===== src/rtl/serial_strobe_tx_pkg.sv =====
// serial_strobe_pkg: shared constants for the serial strobe transmitter.
// Holds the FSM state encoding, the phase-counter width and parameter defaults.
// Optional feature macro: SERIAL_STROBE_TX_PARITY_EN (appends an even-parity bit).
package serial_strobe_pkg;

    localparam int CNT_W     = 4;
    localparam int WIDTH_DEF = 8;
    localparam int SETUP_DEF = 1;
    localparam int HOLD_DEF  = 1;

    localparam logic [1:0] ST_IDLE     = 2'd0;
    localparam logic [1:0] ST_SETUP    = 2'd1;
    localparam logic [1:0] ST_HOLD     = 2'd2;
    localparam logic [1:0] ST_WAIT_ACK = 2'd3;

    // Number of strobed bits per frame for a given payload width.
    function automatic int frame_bits(input int width);
`ifdef SERIAL_STROBE_TX_PARITY_EN
        return width + 1;
`else
        return width;
`endif
    endfunction

endpackage


===== src/rtl/serial_strobe_tx_if.sv =====
// serial_strobe_tx_if: producer handshake plus serial output lines.
//
// Handshake: the producer drives dav_ low to offer data. The transmitter
// accepts on a rising clock edge where it is idle (rfd=1) and dav_=0, and
// samples data only at that edge. After a frame completes the transmitter
// waits for dav_ to return high before it raises rfd again, so one low
// period of dav_ can never launch two frames.
interface serial_strobe_tx_if #(
    parameter int WIDTH = serial_strobe_pkg::WIDTH_DEF
);
    logic             dav_;
    logic [WIDTH-1:0] data;
    logic             rfd;
    logic             d;
    logic             p;
    logic             busy;

    modport master (output dav_, output data, input rfd, input d, input p, input busy);
    modport slave  (input dav_, input data, output rfd, output d, output p, output busy);
endinterface


===== src/rtl/serial_strobe_tx_strobe_timer.sv =====
// strobe_timer: loadable down-counter with terminal-count flag.
// Times the SETUP and HOLD phases; sits at zero once expired.
module strobe_timer
    import serial_strobe_pkg::*;
(
    input  logic             clock,
    input  logic             reset_,
    input  logic             load,
    input  logic [CNT_W-1:0] load_val,
    output logic [CNT_W-1:0] count,
    output logic             tc
);

    // Load has priority; otherwise count down and hold at zero.
    always_ff @(posedge clock) begin
        if (!reset_) begin
            count <= '0;
        end else if (load) begin
            count <= load_val;
        end else if (count != '0) begin
            count <= count - 1'b1;
        end
    end

    assign tc = (count == '0);

endmodule


===== src/rtl/serial_strobe_tx.sv =====
// serial_strobe_tx: shifts a parallel word out LSB first on d, with a strobe
// p whose rising edge clocks an edge-triggered receiver. d is set up for
// SETUP_CYC cycles with p low, then held for HOLD_CYC cycles with p high.
// Optional feature macro: SERIAL_STROBE_TX_PARITY_EN (extra even-parity bit
// sent after the payload).
module serial_strobe_tx
    import serial_strobe_pkg::*;
#(
    parameter int WIDTH     = WIDTH_DEF,
    parameter int SETUP_CYC = SETUP_DEF,
    parameter int HOLD_CYC  = HOLD_DEF
) (
    input  logic               clock,
    input  logic               reset_,
    serial_strobe_tx_if.slave  bus,
    output logic [1:0]         state_dbg
);

    localparam int NBITS = frame_bits(WIDTH);
    localparam int IDX_W = $clog2(NBITS + 1);

    localparam logic [CNT_W-1:0] SETUP_LOAD = CNT_W'(SETUP_CYC - 1);
    localparam logic [CNT_W-1:0] HOLD_LOAD  = CNT_W'(HOLD_CYC - 1);
    localparam logic [IDX_W-1:0] LAST_IDX   = IDX_W'(NBITS - 1);

    logic [1:0]       state;
    logic [NBITS-1:0] shreg;
    logic [NBITS-1:0] shreg_next;
    logic [NBITS-1:0] frame_word;
    logic [IDX_W-1:0] bit_idx;
    logic             tmr_load;
    logic [CNT_W-1:0] tmr_val;
    logic [CNT_W-1:0] tmr_count;
    logic             tmr_tc;

`ifdef SERIAL_STROBE_TX_PARITY_EN
    assign frame_word = {^bus.data, bus.data};
`else
    assign frame_word = bus.data;
`endif

    assign shreg_next = shreg >> 1;
    assign state_dbg  = state;

    strobe_timer u_timer (
        .clock    (clock),
        .reset_   (reset_),
        .load     (tmr_load),
        .load_val (tmr_val),
        .count    (tmr_count),
        .tc       (tmr_tc)
    );

    // Reload the phase timer on every transition into SETUP or HOLD.
    always_comb begin
        tmr_load = 1'b0;
        tmr_val  = SETUP_LOAD;
        case (state)
            ST_IDLE: begin
                if (!bus.dav_) begin
                    tmr_load = 1'b1;
                    tmr_val  = SETUP_LOAD;
                end
            end
            ST_SETUP: begin
                if (tmr_tc) begin
                    tmr_load = 1'b1;
                    tmr_val  = HOLD_LOAD;
                end
            end
            ST_HOLD: begin
                if (tmr_tc && (bit_idx != LAST_IDX)) begin
                    tmr_load = 1'b1;
                    tmr_val  = SETUP_LOAD;
                end
            end
            default: begin
                tmr_load = 1'b0;
            end
        endcase
    end

    // Frame FSM; every output is a register updated alongside the state.
    // bit_idx only advances below LAST_IDX, so it can never wrap into an
    // extra bit.
    always_ff @(posedge clock) begin
        if (!reset_) begin
            state    <= ST_IDLE;
            shreg    <= '0;
            bit_idx  <= '0;
            bus.d    <= 1'b0;
            bus.p    <= 1'b0;
            bus.busy <= 1'b0;
            bus.rfd  <= 1'b1;
        end else begin
            case (state)
                ST_IDLE: begin
                    if (!bus.dav_) begin
                        state    <= ST_SETUP;
                        shreg    <= frame_word;
                        bit_idx  <= '0;
                        bus.d    <= frame_word[0];
                        bus.p    <= 1'b0;
                        bus.busy <= 1'b1;
                        bus.rfd  <= 1'b0;
                    end
                end
                ST_SETUP: begin
                    if (tmr_tc) begin
                        state <= ST_HOLD;
                        bus.p <= 1'b1;
                    end
                end
                ST_HOLD: begin
                    if (tmr_tc) begin
                        bus.p <= 1'b0;
                        if (bit_idx == LAST_IDX) begin
                            state    <= ST_WAIT_ACK;
                            shreg    <= '0;
                            bus.d    <= 1'b0;
                            bus.busy <= 1'b0;
                        end else begin
                            state   <= ST_SETUP;
                            shreg   <= shreg_next;
                            bus.d   <= shreg_next[0];
                            bit_idx <= bit_idx + 1'b1;
                        end
                    end
                end
                ST_WAIT_ACK: begin
                    if (bus.dav_) begin
                        state   <= ST_IDLE;
                        bus.rfd <= 1'b1;
                    end
                end
                default: begin
                    state <= ST_IDLE;
                end
            endcase
        end
    end

endmodule


===== src/flat_wrapper.sv =====
// flat-port wrapper written by rule: the top's interface ports become plain ports
module serial_strobe_tx_flat import serial_strobe_pkg::*;
#(
    parameter int WIDTH     = WIDTH_DEF,
    parameter int SETUP_CYC = SETUP_DEF,
    parameter int HOLD_CYC  = HOLD_DEF
)
  (clock, reset_, state_dbg, bus_dav_, bus_data, bus_rfd, bus_d, bus_p, bus_busy);
  serial_strobe_tx_if #(.WIDTH(WIDTH)) bus_i ();
  input  logic clock;
  input  logic reset_;
  output logic [1:0] state_dbg;
  input wire logic [$bits(bus_i.dav_)-1:0] bus_dav_;
  input wire logic [$bits(bus_i.data)-1:0] bus_data;
  output wire logic [$bits(bus_i.rfd)-1:0] bus_rfd;
  output wire logic [$bits(bus_i.d)-1:0] bus_d;
  output wire logic [$bits(bus_i.p)-1:0] bus_p;
  output wire logic [$bits(bus_i.busy)-1:0] bus_busy;
  assign bus_i.dav_ = bus_dav_;
  assign bus_i.data = bus_data;
  assign bus_rfd = bus_i.rfd;
  assign bus_d = bus_i.d;
  assign bus_p = bus_i.p;
  assign bus_busy = bus_i.busy;
  serial_strobe_tx #(.WIDTH(WIDTH), .SETUP_CYC(SETUP_CYC), .HOLD_CYC(HOLD_CYC)) u_core (.clock(clock), .reset_(reset_), .bus(bus_i), .state_dbg(state_dbg));
endmodule

===== config.mk =====
export PLATFORM = sky130hd
export DESIGN_NAME = serial_strobe_tx_flat
export DESIGN_NICKNAME = d
export VERILOG_FILES = /design/src/rtl/serial_strobe_tx_pkg.sv /design/src/rtl/serial_strobe_tx_if.sv /design/src/rtl/serial_strobe_tx_strobe_timer.sv /design/src/rtl/serial_strobe_tx.sv /design/src/flat_wrapper.sv
export SDC_FILE = /design/constraint.sdc
export NUM_CORES = 1
export LEC_CHECK = 0
export CORE_MARGIN = 5
export CORE_UTILIZATION = 25
export DETAILED_ROUTE_END_ITERATION = 7
export SYNTH_ARGS = -nofsm -noshare
export SYNTH_HDL_FRONTEND = slang
export SYNTH_SLANG_ARGS = --single-unit
export TNS_END_PERCENT = 30

===== constraint.sdc =====
create_clock -name clock -period 1.79 [get_ports clock]
set_input_delay 0.537 -clock clock [delete_from_list [all_inputs] [get_ports clock]]
set_output_delay 0.537 -clock clock [all_outputs]
set_load 0.02 [all_outputs]

Word level (Yosys, flattened, before mapping)

Index checks and enable logic that the tools add are counted.
W data, S select, Z words.

Register bits after elaboration: 22
Latch bits: 0
Memory bits (writable): 0
ROM bits: 0
Output and inout port bits: 6
Logic and storage cells: 68
Memories kept: 0

$add $sub $neg: 2
Multipliers: 0
Divide/modulo/power cells: 0
Order comparisons: 0
Equal/unequal tests: 11
Shift operators: 0
Multiplexer cells: 32
Bitwise logic cells: 1
Reduce and logical (&&, ||, !) cells: 14

Operators by type and width:

| kind                  | number |
|---|---|
| $mux W8               | 2 |
| $pmux W8 S2           | 1 |
| $reduce_and A4 Y1     | 4 |
| $mux W1               | 13 |
| $mux W4               | 3 |
| $mux W2               | 5 |
| $pmux W2 S4           | 1 |
| $pmux W4 S2           | 1 |
| $mux W7               | 1 |
| $ne A2 B1 Y1 const B  | 3 |
| $ne A2 B2 Y1 const B  | 3 |
| $pmux W1 S2           | 3 |
| $pmux W1 S3           | 2 |
| $reduce_and A3 Y1     | 2 |
| $add A4 B1 Y4 const B | 1 |
| $eq A2 B2 Y1 const B  | 2 |
| $eq A4 B3 Y1 const B  | 1 |
| $logic_not A4 Y1      | 1 |
| $ne A4 B3 Y1 const B  | 1 |
| $reduce_bool A2 Y1    | 2 |
| $reduce_bool A4 Y1    | 1 |
| $sub A4 B1 Y4 const B | 1 |
| $reduce_bool A3 Y1    | 1 |
| $eq A2 B1 Y1 const B  | 1 |
| other kinds (4)       | 4 |

Longest topological paths before layout

Gate-level depths: netlist (run 1).

Depth in word-level cells: 5
Mapped depth: 7
Gate-level depth less buffers: 6

Modules after synthesis

Synthesis (run 1) repeated with hierarchy kept, for this count alone.

Cell total of the unflattened synthesis: 135
Area total of the unflattened synthesis: 1189.9 um2

By module, submodules not included:

| module           | instances | cells an instance | area an instance (um2) |
|---|---|---|---|
| serial_strobe_tx | 1         | 112               | 959.7 |
| strobe_timer     | 1         | 23                | 230.2 |

Worst setup path after synthesis (run 1)

Ideal clock, no wire load.

Path type: register to register
Start: reg u_core.u_timer.count[0]
End: reg u_core.bit_idx[2]
Setup time: 0.088 ns
Data arrival time: 1.310 ns
Setup slack: 0.392 ns
Cell stages (with the launch flop): 7
Path buffers: 1
Period minus slack after synthesis: 1.398 ns
Path through: dfxtp_1 inv_1 ha_1 nor3b_4 buf_6 a31oi_1 a311oi_2

Longest elaborated chain between the ends: 3

RTL lines:

| what                               | RTL line                            | RTL |
|---|---|---|
| start: declaration                 | serial_strobe_tx_strobe_timer.sv:10 | `output logic [CNT_W-1:0] count,` |
| start signal: assignment           | serial_strobe_tx_strobe_timer.sv:19 | `count <= load_val;` |
| start signal: assignment           | serial_strobe_tx_strobe_timer.sv:21 | `count <= count - 1'b1;` |
| $logic_not A4 Y1                   | serial_strobe_tx_strobe_timer.sv:25 | `assign tc = (count == '0);` |
| $ne A2 B1 Y1 (no source line)      | -                                   |  |
| $reduce_and A4 Y1 (no source line) | -                                   |  |
| end signal: assignment             | serial_strobe_tx.sv:126             | `bit_idx <= bit_idx + 1'b1;` |
| end: declaration                   | serial_strobe_tx.sv:30              | `logic [IDX_W-1:0] bit_idx;` |

Every way passes these cells.
A chain may end at the register's enable or synchronous reset.

Final worst setup path (run 1)

Start: reg u_core.bus.busy
End: out bus_busy

RTL lines:

| what                     | RTL line                  | RTL |
|---|---|---|
| start: declaration       | serial_strobe_tx_if.sv:19 | `modport slave (input dav_, input data, output rfd, output d, output p, output busy);` |
| start signal: assignment | serial_strobe_tx.sv:93    | `bus.busy <= 1'b0;` |
| start signal: assignment | serial_strobe_tx.sv:104   | `bus.busy <= 1'b1;` |
| start signal: assignment | serial_strobe_tx.sv:121   | `bus.busy <= 1'b0;` |
| end: declaration         | flat_wrapper.sv:18        | `output wire logic [$bits(bus_i.busy)-1:0] bus_busy;` |

No word-level cell between the ends.

==> results.py, run 1 <==
metrics = {
    "clock_tree": {
        "cts_tree": "built",
        "insertion_delay_ns": 0.26,
        "htreeDepth": 1,
        "cts_made_buffers": 3,
        "clockBufferDepth": 2,
        "cts_root_buf": "clkbuf_8",
        "post_cts_buffers": 0,
        "cts_sinks": 21,
        "path_clk_slew_ns": 0.07,
    },
    "routing": {
        "wl_per_cell_um": 12.9,
        "drt_iter0_markers": 55,
        "wl_mm": 2.50,
        "postRouteAntennaNets": 0,
        "drtPass1Iterations": 4,
        "route.met3.wl_um": 108,
        "num_vias": 924,
        "wl_met1_mm": 1.19,
        "viasPerCell": 4.79,
        "top_layer": "met4",
        "drc": 0,
        "wl_met2_mm": 1.16,
    },
    "setup_path": {
        "end_kind": "output port",
        "timing.reg2reg.setup_slack_ns": 0.20,
        "start_kind": "flip-flop",
        "rr_endpoint": "u_core.shreg[5]",
        "cpMaxStageDelayCell": "clkdlybuf4s50_1",
        "slowest_delay_ns": 0.60,
        "worstPathArrival_ns": 1.19,
        "crit_chain": "clkdlybuf4s50_1",
        "critPathKind": "reg -> out",
        "crit_fanout": 2,
        "crit_family": "buffers and inverters",
        "worstPathRequired_ns": 1.25,
        "reg2reg_from": "u_core.state_dbg[0]",
        "path_buf_inv": 1,
        "reg2reg_depth": 5,
    },
    "worst_hold_path": {
        "hold_end": "u_core.shreg[7]",
        "hp-class": "reg -> reg",
        "min_from": "u_core.shreg[7]",
        "whs_path_depth": 2,
    },
    "synthesis": {
        "synth_nets": 129,
        "ys_seq_area_share_pct": 38.8,
        "synth_edf_count": 0,
        "synthesis.area_mm2": 0.00108,
        "synth_seq_cells": 21,
        "synth_flop_cell": "dfxtp_1",
        "syn_inst": 115,
        "synth-async-reset-ratio_pct": 0,
        "synthDistinctLibCells": 37,
        "syn_avg_cell_area_um2": 9.41,
        "ys.warnings.count": 0,
    },
    "final_layout": {
        "postLayoutCellArea_mm2": 0.00141,
        "drive_above_1_share_pct": 19.1,
        "area_delta_synth_final_pct": 30.5,
        "nets": 156,
        "antenna_cells": 0,
        "fin_cells": 193,
    },
    "power_and_ir_drop": {
        "ir_worst_vdd_v": 0.000492,
        "p_leak_uw": 0.000545,
        "power.density_mw_per_mm2": 1580,
        "total_power_uw": 2230,
    },
    "sta": {
        "rsz0062_at_grt": "no",
        "fmax_mhz": 578,
        "hold_viol_final": 0,
        "fin_crit_ns": 1.73,
        "slew-limit-headroom_pct": 66.4,
        "fin_crit_sh_pct": 96.7,
        "drv_slew": 0,
        "worst_pin_slew_ns": 0.504,
        "finClkSkew_ns": 0.00992,
        "setup_viol": 0,
        "whs_ns": 0.471,
    },
    "global_route": {
        "grt_max_degree": 17,
        "grt.overflow.total": 0,
        "grt_usage_pct": 9.99,
        "grt_pass1_vias": 960,
        "grt_first_pass_wirelength_mm": 4.40,
        "antenna_found_initial": 0,
    },
    "floorplanning": {
        "start_util_pct": 25.4,
        "die_w_um": 75.8,
        "num_rows": 24,
        "coreArea_mm2": 0.00426,
        "fp.dieH_um": 75.8,
        "dieArea_mm2": 0.00574,
        "num_io_pins": 17,
    },
    "place": {
        "dpl_cell_area_mm2": 0.00137,
        "gp_congestion": 0.773,
        "dp_hpwl_mm": 1.89,
        "port_buffers": 16,
        "place_inst": 189,
    },
    "outcome": {
        "status": "finished, final reports clean",
    },
    "flow_run": {
        "max-cap-violations": 0,
    },
}
==> metal layers <==
layer	track usage, %	vias to the layer above
met5	0	-
met4	4.66	0
met3	2.11	4
met2	16.3	26
met1	12.5	428
li1	-	466
==> layout by cell type, fill, tap and decap left out, types with 2 or more instances in the layout <==
cell,synthesis,layout
a22oi_1,7,7
a21oi_2,2,2
a31oi_1,3,3
o21ai_0,10,10
nand2_1,6,6
clkbuf_8,0,3
nor3_1,3,3
a21oi_1,12,12
dfxtp_1,21,21
nor2_1,7,7
dlygate4sd2_1,0,2
buf_4,1,12
inv_1,5,5
xnor2_1,2,2
clkdlybuf4s50_1,0,13
nand2b_1,3,3
ha_1,3,3
o22a_1,2,2
nand3_1,4,4
==> sequential cells by signal (all words and copies together), names as in the netlist <==
signal                count
u_core.bit_idx            4
u_core.bus.busy           1
u_core.state_dbg          2
u_core.u_timer.count      4
u_core.shreg              8
u_core.bus.p              1
u_core.bus.rfd            1
==> cell type report <==
cell class	instances	area [um^2]
well taps	52	65.1
inverters	5	18.8
clock buffers	4	45.0
flip-flops and latches	21	420
repair buffers	29	270
multi-input cells	82	593
fillers	441	2850
==> power by group <==
part,internal (uW),leakage (uW),switching (uW)
logic,592,0.000349,603
clock network,158,0.0000228,153
registers,609,0.000173,110
total,1360,0.000545,865
==> how the worst max path moves through the flow <==
stage                                 start           endpoint  slack (ns)  cells past startpoint
global route                u_core.shreg[0]              bus_d        0.02                      1
detailed placement                 bus_dav_    u_core.shreg[6]       -0.06                      6
global placement                   bus_dav_  u_core.bit_idx[1]       -0.01                      6
finish                      u_core.bus.busy           bus_busy        0.06                      1
floorplan           u_core.u_timer.count[0]  u_core.bit_idx[2]        0.39                      6
CTS                     u_core.state_dbg[0]       state_dbg[0]        0.01                      1
==> synth_stat cells, types with 2 or more instances <==
cell type / count / share of area (%)
dfxtp_1: 21 / 39
a21oi_1: 12 / 5.5
o21ai_0: 10 / 4.6
a22oi_1: 7 / 4.9
nor2_1: 7 / 2.4
nand2_1: 6 / 2.1
inv_1: 5 / 1.7
nand3_1: 4 / 1.8
a31oi_1: 3 / 1.7
buf_2: 3 / 1.4
ha_1: 3 / 3.5
nand2b_1: 3 / 1.7
nor3_1: 3 / 1.4
a21oi_2: 2 / 1.6
buf_6: 2 / 2.1
o22a_1: 2 / 1.6
xnor2_1: 2 / 1.6
==> kinds of logic after synthesis <==
logic type | synth area share [%]
and+or+nand+nor | 20.5
buffers and inverters | 6.36
muxes | 0.925
adders and majority gates | 3.47
xor gates and xnor gates | 1.62
DFF | 38.8
AOI/OAI and AO/OA | 28.3
==> per-stage QoR <==
| step | worst slack (ns) | setup TNS, ns | utilization [%] |
|---|---|---|---|
| finish | 0.0587 | 0 | 33.1 |
| global placement | -0.0116 | -0.0254 | 32.1 |
| global route | 0.0200 | 0 | 33.1 |
| detailed placement | -0.0584 | -0.395 | 32.1 |
| floorplan | 0.392 | 0 | - |
| CTS | 0.0110 | 0 | 33.1 |
==> what timing repair did <==
action,4_1_cts,5_1_grt
resized for setup,2,1
endpoints found under the setup margin,2,1
hold buffers,0,0
(Power assumes the default switching activity.)
==> run 2, diff against run 1 <==
--- a/config.mk
+++ b/config.mk
@@ -5,10 +5,12 @@
 export SDC_FILE = /design/constraint.sdc
 export NUM_CORES = 1
 export LEC_CHECK = 0
+export CORE_ASPECT_RATIO = 1.2
 export CORE_MARGIN = 5
 export CORE_UTILIZATION = 25
 export DETAILED_ROUTE_END_ITERATION = 7
 export SYNTH_ARGS = -nofsm -noshare
 export SYNTH_HDL_FRONTEND = slang
+export SYNTH_HIERARCHICAL = 1
 export SYNTH_SLANG_ARGS = --single-unit
 export TNS_END_PERCENT = 30
==> run 2 against run 1 <==
Effect of this change: global-route usage decreased by 0.45 points; clock skew decreased by 0.0056 ns; die area increased by 8.7%; critical path type is now reg -> reg.
==> results.py, run 2 <==
metrics = {
    "outcome": {
        "status": "finished, final reports clean",
    },
    "worst_hold_path": {
        "hold_end": "u_core/shreg[6]",
        "hp-class": "reg -> reg",
        "whs_path_depth": 2,
        "min_from": "u_core/shreg[6]",
    },
    "global_route": {
        "grt.overflow.total": 0,
        "grt_max_degree": 13,
        "grt_usage_pct": 9.54,
        "antenna_found_initial": 0,
        "grt_pass1_vias": 1136,
        "grt_first_pass_wirelength_mm": 4.95,
    },
    "final_layout": {
        "largest_reg_flops": 8,
        "top_regs": "u_core/shreg x8, u_core/bit_idx x4, u_core/u_timer/count x4",
        "area_delta_synth_final_pct": 40.1,
        "final_cell_mix": "buf_4 (26), dfxtp_1 (20), nand3_1 (10)",
        "nets": 188,
        "final_core_util_pct": 36.3,
        "final_common_cell": "buf_4",
        "fin_cells": 232,
        "antenna_cells": 0,
        "drive_above_1_share_pct": 26.4,
        "regMostFlops": "u_core/shreg",
    },
    "setup_path": {
        "crit_fanout": 5,
        "rr_endpoint": "u_core/bus.busy",
        "reg2reg_from": "u_core/u_timer/count[0]",
        "start_kind": "flip-flop",
        "critPathKind": "reg -> reg",
        "worstPathArrival_ns": 1.81,
        "end_kind": "flip-flop",
        "cpMaxStageDelayCell": "a2111oi_1",
        "reg2reg_depth": 7,
        "timing.reg2reg.setup_slack_ns": 0.11,
        "crit_chain": "inv_1 > ha_2 > nor3b_4 > nor2b_2 > buf_4 > a2111oi_1 > o22ai_1",
        "slowest_delay_ns": 0.38,
        "worstPathRequired_ns": 1.91,
    },
    "floorplanning": {
        "fp.dieH_um": 85.6,
        "dieArea_mm2": 0.00625,
        "num_io_pins": 17,
        "coreArea_mm2": 0.00459,
        "start_util_pct": 25.9,
        "die_w_um": 73.0,
        "num_rows": 27,
    },
    "clock_tree": {
        "cts_root_buf": "clkbuf_8",
        "clockBufferDepth": 2,
        "cts_made_buffers": 3,
        "path_clk_slew_ns": 0.08,
        "insertion_delay_ns": 0.25,
        "cts_sinks": 21,
        "cts_tree": "built",
        "post_cts_buffers": 0,
        "htreeDepth": 1,
    },
    "power_and_ir_drop": {
        "switchingPower_uw": 802,
        "pwr-share-clk_pct": 14.3,
        "p_leak_uw": 0.000667,
        "combPwrFrac_pct": 54.0,
        "sw_frac_of_total_pct": 37.5,
        "p_int_uw": 1340,
        "ir_worst_vdd_v": 0.000633,
        "seq_power_share_pct": 31.7,
        "power.density_mw_per_mm2": 1280,
    },
    "routing": {
        "postRouteAntennaNets": 0,
        "wl_mm": 2.90,
        "route.met3.wl_um": 160,
        "drc": 0,
        "drtPass1Iterations": 4,
        "wl_per_cell_um": 12.5,
        "wl_met2_mm": 1.39,
        "drt_iter0_markers": 61,
        "wl_met1_mm": 1.34,
        "viasPerCell": 4.97,
        "top_layer": "met4",
        "num_vias": 1152,
    },
    "sta": {
        "setup_tns_ns": 0,
        "fin_crit_sh_pct": 94.1,
        "layout_setup_ws_ns": 0.105,
        "hold_viol_final": 0,
        "finClkSkew_ns": 0.00427,
        "fin_crit_ns": 1.68,
        "rsz0062_at_grt": "no",
        "drv_slew": 0,
        "setup_viol": 0,
        "fmax_mhz": 594,
    },
    "synthesis": {
        "netlist.area_leader.share_pct": 35.3,
        "synthDistinctLibCells": 45,
        "synth_seq_cells": 21,
        "ys_seq_area_share_pct": 35.3,
        "synth_flop_cell": "dfxtp_1",
        "ys_top_cells_by_count": "dfxtp_1 (21), nand3_1 (10), inv_1 (8), nand2_1 (8), a31oi_1 (7)",
        "synthTopCellsByArea": "dfxtp_1 (35%), nand3_1 (4.2%), a31oi_1 (3.7%), a2111oi_0 (2.9%), nand2b_1 (2.6%)",
        "ys.warnings.count": 6,
        "synth-async-reset-ratio_pct": 0,
        "syn_avg_cell_area_um2": 8.81,
        "syn_inst": 135,
        "synth_most_common_cell": "dfxtp_1",
        "synthesis.area_mm2": 0.00119,
        "yosysTopAreaCell": "dfxtp_1",
        "synth_edf_count": 0,
    },
    "place": {
        "port_buffers": 16,
        "place_inst": 228,
        "pre_cts_ws_ns": -0.362,
        "gp_congestion": 0.766,
        "dp_hpwl_mm": 2.21,
    },
    "flow_run": {
        "max-cap-violations": 0,
    },
}
==> run 2: changes by cell type after synthesis, moves of 4 or more <==
cell | previous run | this run
a31oi_1 | 3 | 7
nor2b_1 | 0 | 4
o21ai_0 | 10 | 4
nand3_1 | 4 | 10
clkbuf_1 | 0 | 5
nor2_1 | 7 | 2
a2111oi_0 | 0 | 4
a22oi_1 | 7 | 0
a21oi_1 | 12 | 6
==> run 2: how the worst max path moves through the flow <==
stage	startpoint	endpoint	depth (start not counted)	slack, ns
2_1_floorplan	u_core/u_timer/count[0]	u_core/shreg[5]	7	-0.0006
3_3_place_gp	bus_dav_	u_core/bit_idx[2]	4	-0.32
3_5_place_dp	bus_dav_	u_core/bit_idx[2]	4	-0.36
4_1_cts	u_core/bus.busy	bus_busy	1	0.004
5_1_grt	u_core/u_timer/count[0]	u_core/shreg[5]	7	0.007
6_report	u_core/u_timer/count[0]	u_core/bus.busy	7	0.11
==> run 2: what timing repair did <==
item,4_1_cts,5_1_grt
hold buffers,0,0
pin swaps,2,2
endpoints found under the setup margin,6,18
resized for setup,3,13
gates cloned,0,0
==> run 2: logic make-up after synthesis <==
family	count (synthesis)	synth area share [%]
xor gates and xnor gates	2	1.47
adders and majority gates	2	2.10
AOI/OAI and AO/OA	42	27.6
other	1	0.315
buffers and inverters	18	6.31
and+or+nand+nor	46	24.2
DFF	21	35.3
muxes	3	2.73
==> run 2: routing by layer <==
metal  vias up  GRT usage, %
met5         -             0
met4         0          1.51
met3         2          1.52
met2        25          16.1
met1       537          12.8
li1        588             -
==> run 2: per-stage QoR <==
stage	area, um^2	hold slack (ns)	total power [uW]
3_3_place_gp	1590	0.447	1800
3_5_place_dp	1590	0.453	1810
4_1_cts	1630	0.464	2110
2_1_floorplan	1200	0.443	1370
6_report	1670	0.460	2140
5_1_grt	1670	0.483	2320
==> run 2: area by class of cell <==
type                       count  area (um^2)
fill                         491         2930
inverter                       8         30.0
multi-input combinational     99          736
timing repair buffer          42          362
clock buffer                   4         45.0
tap                           58         72.6
sequential                    21          422
==> run 2: power by group through the flow <==
stage	registers, uW	clock network [uW]	logic (uW)
5_1_grt	694	336	1290
4_1_cts	678	318	1120
6_report	678	306	1160
3_3_place_gp	689	0	1110
2_1_floorplan	711	0	661
3_5_place_dp	688	0	1120
==> run 2: worst max-delay path, delay by kind of cell (launching register included) <==
| family | cells | cell delay, ns |
|---|---|---|
| AO/OA/AOI/OAI | 2 | 0.52 |
| AND/OR/NAND/NOR | 2 | 0.30 |
| buffers and inverters | 2 | 0.23 |
| flip-flops | 1 | 0.32 |
| adder cells (fa/ha/maj) | 1 | 0.18 |
